$ cat src/rtl/alu_seq_pkg.sv
// Shared constants for the ALU sequencer: state encoding, op start-bit positions, error codes.
package alu_seq_pkg;

  localparam logic [1:0] ST_IDLE  = 2'd0;
  localparam logic [1:0] ST_ISSUE = 2'd1;
  localparam logic [1:0] ST_WAIT  = 2'd2;
  localparam logic [1:0] ST_RESP  = 2'd3;

  localparam int OP_DIV_BIT = 3;
  localparam int OP_MUL_BIT = 2;

  localparam logic [1:0] ERR_NONE       = 2'd0;
  localparam logic [1:0] ERR_ILLEGAL_OP = 2'd1;
  localparam logic [1:0] ERR_DIV_ZERO   = 2'd2;
  localparam logic [1:0] ERR_TIMEOUT    = 2'd3;

  // Exactly one of the DIV/MUL bits selects a unit; anything else yields 0 (illegal).
  function automatic logic [4:0] op_start(input logic [4:0] op);
    logic [4:0] start;
    start = 5'd0;
    if (op[OP_DIV_BIT] && !op[OP_MUL_BIT]) start[OP_DIV_BIT] = 1'b1;
    if (op[OP_MUL_BIT] && !op[OP_DIV_BIT]) start[OP_MUL_BIT] = 1'b1;
    return start;
  endfunction

endpackage

$ cat src/rtl/alu_seq_wdog.sv
// WAIT-state watchdog: counts enabled cycles and flags the last allowed one.
module alu_seq_wdog #(
  parameter int TIMEOUT_CYC = 64
) (
  input  logic clk,
  input  logic rst,
  input  logic clear_i,
  input  logic enable_i,
  output logic expire_o
);

  localparam int W = $clog2(TIMEOUT_CYC + 1);
  localparam logic [W-1:0] LAST = W'(TIMEOUT_CYC - 1);

  logic [W-1:0] count_q, count_d;

  always_comb begin
    count_d = count_q;
    if (clear_i)       count_d = '0;
    else if (enable_i) count_d = count_q + 1'b1;
  end

  always_ff @(posedge clk) begin
    if (rst) count_q <= '0;
    else     count_q <= count_d;
  end

  // Fires during the TIMEOUT_CYC-th enabled cycle so the exit edge ends that cycle.
  assign expire_o = enable_i && (count_q == LAST);

endmodule

$ cat src/rtl/alu_seq.sv
// Non-pipelined command sequencer for MUL/DIV units. Optional watchdog: ALU_SEQ_TIMEOUT_EN.
// Handshakes: a transfer happens on any rising edge where valid and ready are both high;
// valid is never withdrawn or altered by the sender until that transfer.
module alu_seq
  import alu_seq_pkg::*;
#(
  parameter int TIMEOUT_CYC = 64
) (
  input  logic        clk,
  input  logic        rst,
  input  logic        cmd_valid,
  output logic        cmd_ready,
  input  logic [3:0]  cmd_dtype,
  input  logic [4:0]  cmd_op,
  input  logic [15:0] cmd_src1,
  input  logic [15:0] cmd_src2,
  output logic [3:0]  alu_dtype,
  output logic [4:0]  alu_op,
  output logic [15:0] alu_src1,
  output logic [15:0] alu_src2,
  input  logic        alu_done,
  input  logic [31:0] alu_result,
  output logic        rsp_valid,
  input  logic        rsp_ready,
  output logic [31:0] rsp_result,
  output logic [1:0]  rsp_err,
  output logic        busy,
  output logic [1:0]  dbg_state
);

  logic [1:0]  state_q, state_d;
  logic [3:0]  dtype_q, dtype_d;
  logic [4:0]  start_q, start_d;
  logic [15:0] src1_q, src1_d;
  logic [15:0] src2_q, src2_d;
  logic [31:0] result_q, result_d;
  logic [1:0]  err_q, err_d;
  logic        timeout_hit;

`ifdef ALU_SEQ_TIMEOUT_EN
  alu_seq_wdog #(.TIMEOUT_CYC(TIMEOUT_CYC)) u_wdog (
    .clk      (clk),
    .rst      (rst),
    .clear_i  (state_q != ST_WAIT),
    .enable_i (state_q == ST_WAIT),
    .expire_o (timeout_hit)
  );
`else
  assign timeout_hit = 1'b0;
`endif

  always_comb begin
    state_d  = state_q;
    dtype_d  = dtype_q;
    start_d  = start_q;
    src1_d   = src1_q;
    src2_d   = src2_q;
    result_d = result_q;
    err_d    = err_q;
    case (state_q)
      ST_IDLE: begin
        if (cmd_valid) begin
          dtype_d  = cmd_dtype;
          src1_d   = cmd_src1;
          src2_d   = cmd_src2;
          start_d  = op_start(cmd_op);
          result_d = 32'd0;
          err_d    = ERR_NONE;
          if (start_d == 5'd0) begin
            state_d = ST_RESP;
            err_d   = ERR_ILLEGAL_OP;
          end else if (start_d[OP_DIV_BIT] && (cmd_src2 == 16'd0)) begin
            state_d = ST_RESP;
            err_d   = ERR_DIV_ZERO;
          end else begin
            state_d = ST_ISSUE;
          end
        end
      end
      ST_ISSUE: begin
        if (alu_done) begin
          result_d = alu_result;
          err_d    = ERR_NONE;
          state_d  = ST_RESP;
        end else begin
          state_d  = ST_WAIT;
        end
      end
      ST_WAIT: begin
        // A done arriving in the expiry cycle still wins over the timeout.
        if (alu_done) begin
          result_d = alu_result;
          err_d    = ERR_NONE;
          state_d  = ST_RESP;
        end else if (timeout_hit) begin
          result_d = 32'd0;
          err_d    = ERR_TIMEOUT;
          state_d  = ST_RESP;
        end
      end
      ST_RESP: begin
        if (rsp_ready) state_d = ST_IDLE;
      end
      default: state_d = ST_IDLE;
    endcase
  end

  always_ff @(posedge clk) begin
    if (rst) begin
      state_q  <= ST_IDLE;
      dtype_q  <= 4'd0;
      start_q  <= 5'd0;
      src1_q   <= 16'd0;
      src2_q   <= 16'd0;
      result_q <= 32'd0;
      err_q    <= ERR_NONE;
    end else begin
      state_q  <= state_d;
      dtype_q  <= dtype_d;
      start_q  <= start_d;
      src1_q   <= src1_d;
      src2_q   <= src2_d;
      result_q <= result_d;
      err_q    <= err_d;
    end
  end

  assign cmd_ready  = (state_q == ST_IDLE);
  assign busy       = (state_q != ST_IDLE);
  assign rsp_valid  = (state_q == ST_RESP);
  assign alu_op     = (state_q == ST_ISSUE) ? start_q : 5'd0;
  assign alu_dtype  = dtype_q;
  assign alu_src1   = src1_q;
  assign alu_src2   = src2_q;
  assign rsp_result = result_q;
  assign rsp_err    = err_q;
  assign dbg_state  = state_q;

endmodule
$ cat config.mk
export PLATFORM = sky130hd
export DESIGN_NAME = alu_seq
export DESIGN_NICKNAME = d
export VERILOG_FILES = /design/src/rtl/alu_seq_pkg.sv /design/src/rtl/alu_seq_wdog.sv /design/src/rtl/alu_seq.sv
export SDC_FILE = /design/constraint.sdc
export NUM_CORES = 1
export LEC_CHECK = 0
export BUFFER_PORTS_ARGS = -buffer_cell sky130_fd_sc_hd__buf_2
export CAP_MARGIN = 10
export CORE_ASPECT_RATIO = 1.1
export CORE_MARGIN = 3
export CORE_UTILIZATION = 43
export CTS_CLUSTER_DIAMETER = 40
export DETAILED_ROUTE_END_ITERATION = 6
export GPL_ROUTABILITY_DRIVEN = 0
export PLACE_DENSITY_LB_ADDON = 0.25
export SYNTH_ARGS = -nofsm -noshare
export SYNTH_HDL_FRONTEND = slang
export SYNTH_SLANG_ARGS = --single-unit
$ cat constraint.sdc
create_clock -name clk -period 1.8 [get_ports clk]
set_input_delay 0.18 -clock clk [delete_from_list [all_inputs] [get_ports clk]]
set_output_delay 0.18 -clock clk [all_outputs]
set_load 0.03 [all_outputs]
==> impl_metrics.ini, run 1 <==
[global_routing]
grt_max_degree = 39
grt_overflow = 0
grt_pass1_wl_um = 11300
antenna_found_initial = 0
grtUsageTotal_pct = 19.64
grt_pass1_vias = 2436

[clocking]
h-tree-depth = 3
ctsResizeCount = 0
postCtsSetupBuffers = 0
clkTransAtPathRegs_ps = 80
cts_tree = built
cts_hold_buf = 0
cts_made_buffers = 9
root_buffer = clkbuf_8
clkLatencyLatePin_ps = 340
clock-sinks = 74
clockBufferDepth = 2

[route]
drt_wl_total_um = 7227
viasPerCell = 4.916
wl_per_cell_um = 13.16
ant_nets = 0
firstDrtPassIters = 4
drcViolationCount = 0
vias = 2699
detail_route.iter0.violations = 142

[run]
max_cap_violations = 0

[hold_path]
hold_path.class = input pin to flop

[final_layout]
design_area_um2 = 3807
finalNetCount = 552
final_common_cell = buf_2
final_cell_mix = buf_2, nand2_1, dfxtp_1, a21oi_1, nor2_1
diodes = 0
area_growth_pct = 38.63
drive_gt1_share_pct = 37.29

[setup_path]
cp-start-kind = flop
crit_type = flop to flop
path_max_fanout = 32
path_delay_family = simple AND/OR/NAND/NOR gates
cpPeakStageDelay_ps = 340
critPathCaptureType = flop
crit_slowest_cell = dfxtp_2
worstPathArrival_ps = 1880
path_cells = inv_1 > ha_2 > nand2b_1 > and3_1 > buf_12 > a22oi_1 > nor2_1
required_ps = 2040
path_buf_inv = 2

[timing]
finalMaxSlewViolations = 0
grt_setup_unrepaired = no
hold_violations = 0
fin_crit_sh_pct = 91.28
layout_min_cycle_time_ps = 1643
finClkSkew_ps = 8.383
setup-tns-final_ps = 0
setup_viol = 0
max_freq_ghz = 0.6086

[power_and_ir_drop]
peakVddDrop_v = 0.0009657
power.leakage_nw = 1.839
p_total_mw = 6.015
p_per_area_nw_per_um2 = 1580

[placed_design]
post_dp_cell_area_um2 = 3597
post-dp-hpwl_um = 5179
port_buffers = 151

[synth]
ys_ff_latch = 74
syn_inst = 323
ys_warn_count = 0
synth_adder_area_share_pct = 3.189
synthXorXnorAreaFrac_pct = 0
synthMuxAreaShare_pct = 0
synth_top_family_by_area = simple AND/OR/NAND/NOR gates
synthesis.area_per_instance_um2 = 8.503
synthSimpleGateAreaFrac_pct = 19.18
synth-compound-area-share_pct = 18.04
syn_area_um2 = 2746
yosysSeqAreaShare_pct = 53.94
ys_types = 29

[run_status]
outcome = complete, no violations

[die]
initial_core_util_pct = 45.87
core_um2 = 5987
die_x_um = 82.20
row_count = 29
pin_count = 158
die-area_um2 = 7383
die_h_um = 89.82
## synth_stat cells
cell | n | share of area (%)
and2_1 | 3 | 0.68
a221oi_1 | 1 | 0.32
o211ai_1 | 1 | 0.27
and3b_1 | 1 | 0.32
nand2_1 | 78 | 11
a22oi_1 | 33 | 9.0
buf_1 | 3 | 0.41
nor3_2 | 1 | 0.36
a21oi_1 | 38 | 6.9
o21ai_0 | 3 | 0.55
nand3_1 | 1 | 0.18
inv_1 | 8 | 1.1
buf_2 | 10 | 1.8
ha_1 | 7 | 3.2
conb_1 | 1 | 0.14
a211oi_1 | 2 | 0.55
and3_1 | 1 | 0.23
buf_4 | 3 | 0.82
o221a_2 | 1 | 0.41
nor4_1 | 1 | 0.23
nor4b_1 | 1 | 0.32
nor2_1 | 35 | 4.8
nand2b_1 | 2 | 0.46
nor3_1 | 1 | 0.18
or4_1 | 1 | 0.27
clkbuf_1 | 10 | 1.4
dfxtp_1 | 74 | 54
nor3b_1 | 1 | 0.27
nand4_1 | 1 | 0.23
## logic make-up after synthesis
family	after synthesis
adders and majority gates	7
buffers and inverters	34
other	1
and+or+nand+nor	128
AOI/OAI and AO/OA	79
DFF	74
## stage by stage
stage / utilization (%) / hold slack, ps / instances / setup WS [ps]
CTS: 63.59 / 54.02 / 549 / 140.0
finish: 63.59 / 71.16 / 549 / 157.0
global route: 63.59 / 61.78 / 549 / 26.99
global placement: 60.08 / 420.7 / 533 / 240.7
floorplan: - / 316.0 / 325 / 49.84
detailed placement: 60.08 / 425.4 / 533 / 175.6
## worst paths after layout
path / from / end / slack [ps] / cells after the start
setup / recovery: dbg_state[0] / rsp_result[6] / 160 / 7
hold / removal: cmd_src1[9] / alu_src1[9] / 70 / 3
setup reg to reg: dbg_state[0] / rsp_result[6] / 160 / 7
hold reg to reg: start_q[3] / start_q[3] / 450 / 2
## where the power goes
group,internal (mW),leakage (nW),total [mW],switching [mW]
clock,0.780,0.107,1.37,0.592
combinational,0.860,1.13,2.56,1.70
sequential,1.93,0.604,2.08,0.149
## worst reg2reg max path, stage by stage (launching register included)
cell and delay (ps):
dfxtp_2 340, inv_1 150, ha_2 260, nand2b_1 110
and3_1 230, buf_12 180, a22oi_1 210, nor2_1 60
## final cells by class
type	count	area [um^2]
clock inverters	5	78.83
multi-input cells	217	1124
clock buffers	11	131.4
well taps	77	96.34
repair buffers	157	863.3
flip-flops and latches	74	1484
fillers	541	2180
inverters	8	30.03
## registers in the layout, indices dropped and copies added (netlist names)
| name | cells |
|---|---|
| alu_dtype | 4 |
| rsp_result | 32 |
| rsp_err | 2 |
| alu_src2 | 16 |
| alu_src1 | 16 |
| start_q | 2 |
| dbg_state | 2 |
## per-layer routing
layer	up-vias	GRT usage [%]	wire [um]
met2	95	31.95	3510
met3	12	6.000	629
met1	1228	22.83	2963
met5	-	0	0
li1	1364	-	-
met4	0	9.557	124
Note: power is estimated with default switching activity, not from simulation.
==> run 2, diff against run 1 <==
--- a/config.mk
+++ b/config.mk
@@ -9,7 +9,8 @@
 export CAP_MARGIN = 10
 export CORE_ASPECT_RATIO = 1.1
 export CORE_MARGIN = 3
-export CORE_UTILIZATION = 43
+export CORE_UTILIZATION = 45
+export CTS_BUF_LIST = sky130_fd_sc_hd__clkbuf_2
 export CTS_CLUSTER_DIAMETER = 40
 export DETAILED_ROUTE_END_ITERATION = 6
 export GPL_ROUTABILITY_DRIVEN = 0
==> run 2 against run 1 <==
Effect of this change: largest cell class is now buffers; sequential power hardly changed; clock skew is 19 ps higher; sequential share of layout area is 5.6 points lower; final cell count is 13% higher; register-to-register slack hardly changed; worst hold slack better by 50 ps; first-iteration DRC count is 16% higher; clock power is 13% lower; routed wire length is 15% higher; global-route usage is 4.0 points higher; sequential cell count stayed put; via count is 12% higher.
==> impl_metrics.ini, run 2 (synthesis gave the netlist of run 1 again) <==
[final_layout]
area_growth_pct = 62.23
finalNetCount = 621
largest_reg_flops = 32
final_cell_mix = buf_2, nand2_1, dfxtp_1, dlygate4sd3_1, a21oi_1
final_cells = 618
final_common_cell = buf_2
diodes = 0
drive_gt1_share_pct = 33.09

[run]
max_cap_violations = 0

[timing]
maxSlewHeadroom_pct = 63.32
finClkSkew_ps = 27.70
setup-tns-final_ps = 0
fin_crit_sh_pct = 90.89
grt_setup_unrepaired = no
hold_violations = 0
setup_slack_ps = 164.0
timing.hold.ws_ps = 121.5
finalMaxSlewViolations = 0
worst_slew_pin_slew_ps = 550.2
layout_min_cycle_time_ps = 1636
setup_viol = 0
max_freq_ghz = 0.6112

[power_and_ir_drop]
p_total_mw = 5.981
power.leakage_nw = 2.113
p_per_area_nw_per_um2 = 1342
peakVddDrop_v = 0.001325

[die]
row_count = 29
die-area_um2 = 7077
core_um2 = 5842
die_h_um = 87.94
pin_count = 158
initial_core_util_pct = 47.01
die_x_um = 80.49

[global_routing]
grtUsageTotal_pct = 23.64
grt_pass1_vias = 2835
grt_max_degree = 39
grt_overflow = 0
antenna_found_initial = 0
grt_pass1_wl_um = 12940

[setup_path]
required_ps = 1620
crit_slowest_cell = dfxtp_4
critPathCaptureType = output port
cpPeakStageDelay_ps = 380
path_max_fanout = 3
cp-start-kind = flop
crit_type = flop to output port
worstPathArrival_ps = 1460
path_cells = inv_1 > ha_1 > and2_1 > clkbuf_4

[route]
drcViolationCount = 0
wl_per_cell_um = 13.50
drt_wl_total_um = 8342
ant_nets = 0
detail_route.iter0.violations = 165
vias = 3034
viasPerCell = 4.909
firstDrtPassIters = 4

[clocking]
clockBufferDepth = 2
clkTransAtPathRegs_ps = 180
h-tree-depth = 3
cts_made_buffers = 9
clkLatencyLatePin_ps = 490
clock-sinks = 74
cts_tree = built
root_buffer = clkbuf_2

[placed_design]
place_ws_ps = 211.4
port_buffers = 151
post-dp-hpwl_um = 4859
dp_cells = 533

[hold_path]
hold_path.class = input pin to flop

[run_status]
outcome = complete, no violations
run 2: worst max-delay path: cells and delay by family (launching register included):
| kind | cells | cell delay (ps) |
|---|---|---|
| buffers and inverters | 2 | 240 |
| adder cells (fa/ha/maj) | 1 | 210 |
| flip-flops | 1 | 380 |
| AND/OR/NAND/NOR | 1 | 170 |
run 2: path summary, 6_finish.rpt:
kind	startpoint	endpoint	slack [ps]	cells after the start
max	dbg_state[1]	alu_op[3]	160	4
min	rsp_ready	dbg_state[0]	120	3
max reg2reg	dbg_state[0]	rsp_result[4]	170	7
min reg2reg	alu_src2[4]	alu_src2[4]	460	2
run 2: through the flow:
step / instance area, um^2 / utilization, %
6_report: 4456 / 76.27
3_5_place_dp: 3597 / 61.58
3_3_place_gp: 3597 / 61.58
4_1_cts: 4443 / 76.05
5_1_grt: 4456 / 76.27
2_1_floorplan: 2759 / -
run 2: repair_timing:
| item | in CTS | in global routing |
|---|---|---|
| endpoints found under the setup margin | 0 | 2 |
| hold endpoints to repair | 69 | 0 |
| hold buffers | 68 | 0 |
| resized for setup | 0 | 2 |
| setup buffers | 0 | 1 |
run 2: layout make-up:
class	count	area, um^2
fill	429	1386
sequential	74	1486
tap	77	96.34
clock inverter	6	115.1
clock buffer	10	50.05
multi-input combinational	217	1124
timing repair buffer	226	1554
inverter	8	30.03
run 2: per-layer routing:
metal	part of all wire, %	vias to the layer above	GRT usage [%]
met2	50	124	39.76
met5	0	-	0
met4	3.9	0	14.75
li1	-	1503	-
met1	39	1375	27.10
met3	6.9	32	5.453
run 2: power by group:
| part | internal (mW) | leakage [nW] | switching [mW] |
|---|---|---|---|
| registers | 1.94 | 0.604 | 0.145 |
| logic | 0.970 | 1.42 | 1.74 |
| clock network | 0.609 | 0.0923 | 0.582 |
==> run 3, diff against run 2 <==
--- a/config.mk
+++ b/config.mk
@@ -14,6 +14,7 @@
 export CTS_CLUSTER_DIAMETER = 40
 export DETAILED_ROUTE_END_ITERATION = 6
 export GPL_ROUTABILITY_DRIVEN = 0
+export MAX_ROUTING_LAYER = met4
 export PLACE_DENSITY_LB_ADDON = 0.25
 export SYNTH_ARGS = -nofsm -noshare
 export SYNTH_HDL_FRONTEND = slang
==> run 3 against run 2 <==
Effect of this change: total power hardly changed; register-to-register slack better by 20 ps; utilization stayed put; critical path type unchanged.
==> impl_metrics.ini, run 3 (synthesis gave the netlist of run 1 again) <==
[run_status]
outcome = complete, no violations

[final_layout]
design_area_um2 = 4456
finalNetCount = 621
final_common_cell = buf_2
drive_gt1_share_pct = 33.09
final_cells = 618
area_growth_pct = 62.23
largest_reg_flops = 32
final_cell_mix = buf_2, nand2_1, dfxtp_1, dlygate4sd3_1, a21oi_1
diodes = 0

[die]
pin_count = 158
core_um2 = 5842
row_count = 29
initial_core_util_pct = 47.01
die-area_um2 = 7077
die_h_um = 87.94
die_x_um = 80.49

[clocking]
clockBufferDepth = 2
cts_tree = built
cts_made_buffers = 9
root_buffer = clkbuf_2
clock-sinks = 74
h-tree-depth = 3
clkLatencyLatePin_ps = 490
clkTransAtPathRegs_ps = 200

[timing]
finClkSkew_ps = 29.48
hold_violations = 0
layout_min_cycle_time_ps = 1638
finalMaxSlewViolations = 0
worst_slew_pin_slew_ps = 548.6
fin_crit_sh_pct = 90.98
timing.hold.ws_ps = 115.7
grt_setup_unrepaired = no
maxSlewHeadroom_pct = 63.42
setup_viol = 0
max_freq_ghz = 0.6106
setup-tns-final_ps = 0

[power_and_ir_drop]
power.leakage_nw = 2.113
peakVddDrop_v = 0.001323
p_per_area_nw_per_um2 = 1342

[route]
ant_nets = 0
drcViolationCount = 0
drt_wl_total_um = 8352
wl_per_cell_um = 13.51
viasPerCell = 4.898
detail_route.iter0.violations = 136
firstDrtPassIters = 4
vias = 3027

[setup_path]
r2r_cells = 7
cp-start-kind = flop
path_max_fanout = 3
crit_type = flop to output port
critPathCaptureType = output port
worstPathArrival_ps = 1460
required_ps = 1620

[hold_path]
whs_path_depth = 4
hold_path.class = input pin to flop

[placed_design]
port_buffers = 151
dp_cells = 533
post_dp_cell_area_um2 = 3597
post-dp-hpwl_um = 4859

[global_routing]
grt_max_degree = 39
grt_pass1_wl_um = 12930
grt_pass1_vias = 2846
grtUsageTotal_pct = 24.33
antenna_found_initial = 0
grt_overflow = 0

[run]
max_cap_violations = 0
-- run 3: cell counts in the layout (fill, tap and decap cells not counted) --
Identical to the previous run, type by type.
-- run 3: worst paths after layout --
check,startpoint,slack (ps),to
hold / removal,cmd_op[3],120,rsp_err[0]
setup / recovery,dbg_state[1],160,alu_op[3]
hold reg to reg,alu_src2[4],460,alu_src2[4]
setup reg to reg,dbg_state[0],190,rsp_result[27]
-- run 3: critical path, stage by stage (launching register included) --
cell and delay (ps):
dfxtp_4 380, inv_1 60, ha_1 210, and2_1 170, clkbuf_4 180
-- run 3: layer usage --
| metal | track usage, % | part of all wire [%] |
|---|---|---|
| met4 | 14.75 | 3.2 |
| met1 | 27.23 | 40 |
| met3 | 4.835 | 6.6 |
| met5 | - | 0 |
| met2 | 39.91 | 50 |
-- run 3: where the power goes --
part / leakage, nW / internal, mW / switching [mW] / total, mW
logic: 1.42 / 0.970 / 1.74 / 2.71
clock network: 0.0923 / 0.609 / 0.585 / 1.19
registers: 0.604 / 1.94 / 0.146 / 2.08
-- run 3: final cells by class --
class                      count  area, um^2
clock buffer                  10       50.05
multi-input combinational    217        1124
sequential                    74        1486
timing repair buffer         226        1554
fill                         429        1386
tap                           77       96.34
inverter                       8       30.03
clock inverter                 6       115.1
-- run 3: timing repair --
| action | in CTS | in global routing |
|---|---|---|
| setup buffers | 0 | 1 |
| endpoints found under the setup margin | 0 | 2 |
| hold buffers | 68 | 0 |
| gates resized for setup | 0 | 2 |
| endpoints found under the hold margin | 69 | 0 |
-- run 3: metrics by stage --
| stage | total power [mW] | utilization, % | setup WS (ps) |
|---|---|---|---|
| after CTS | 5.975 | 76.05 | 51.13 |
| after detailed placement | 4.660 | 61.58 | 211.4 |
| final | 5.981 | 76.27 | 162.3 |
| after floorplan | 3.901 | - | 49.84 |
| after global placement | 4.641 | 61.58 | 245.7 |
| after global routing | 6.359 | 76.27 | 22.55 |
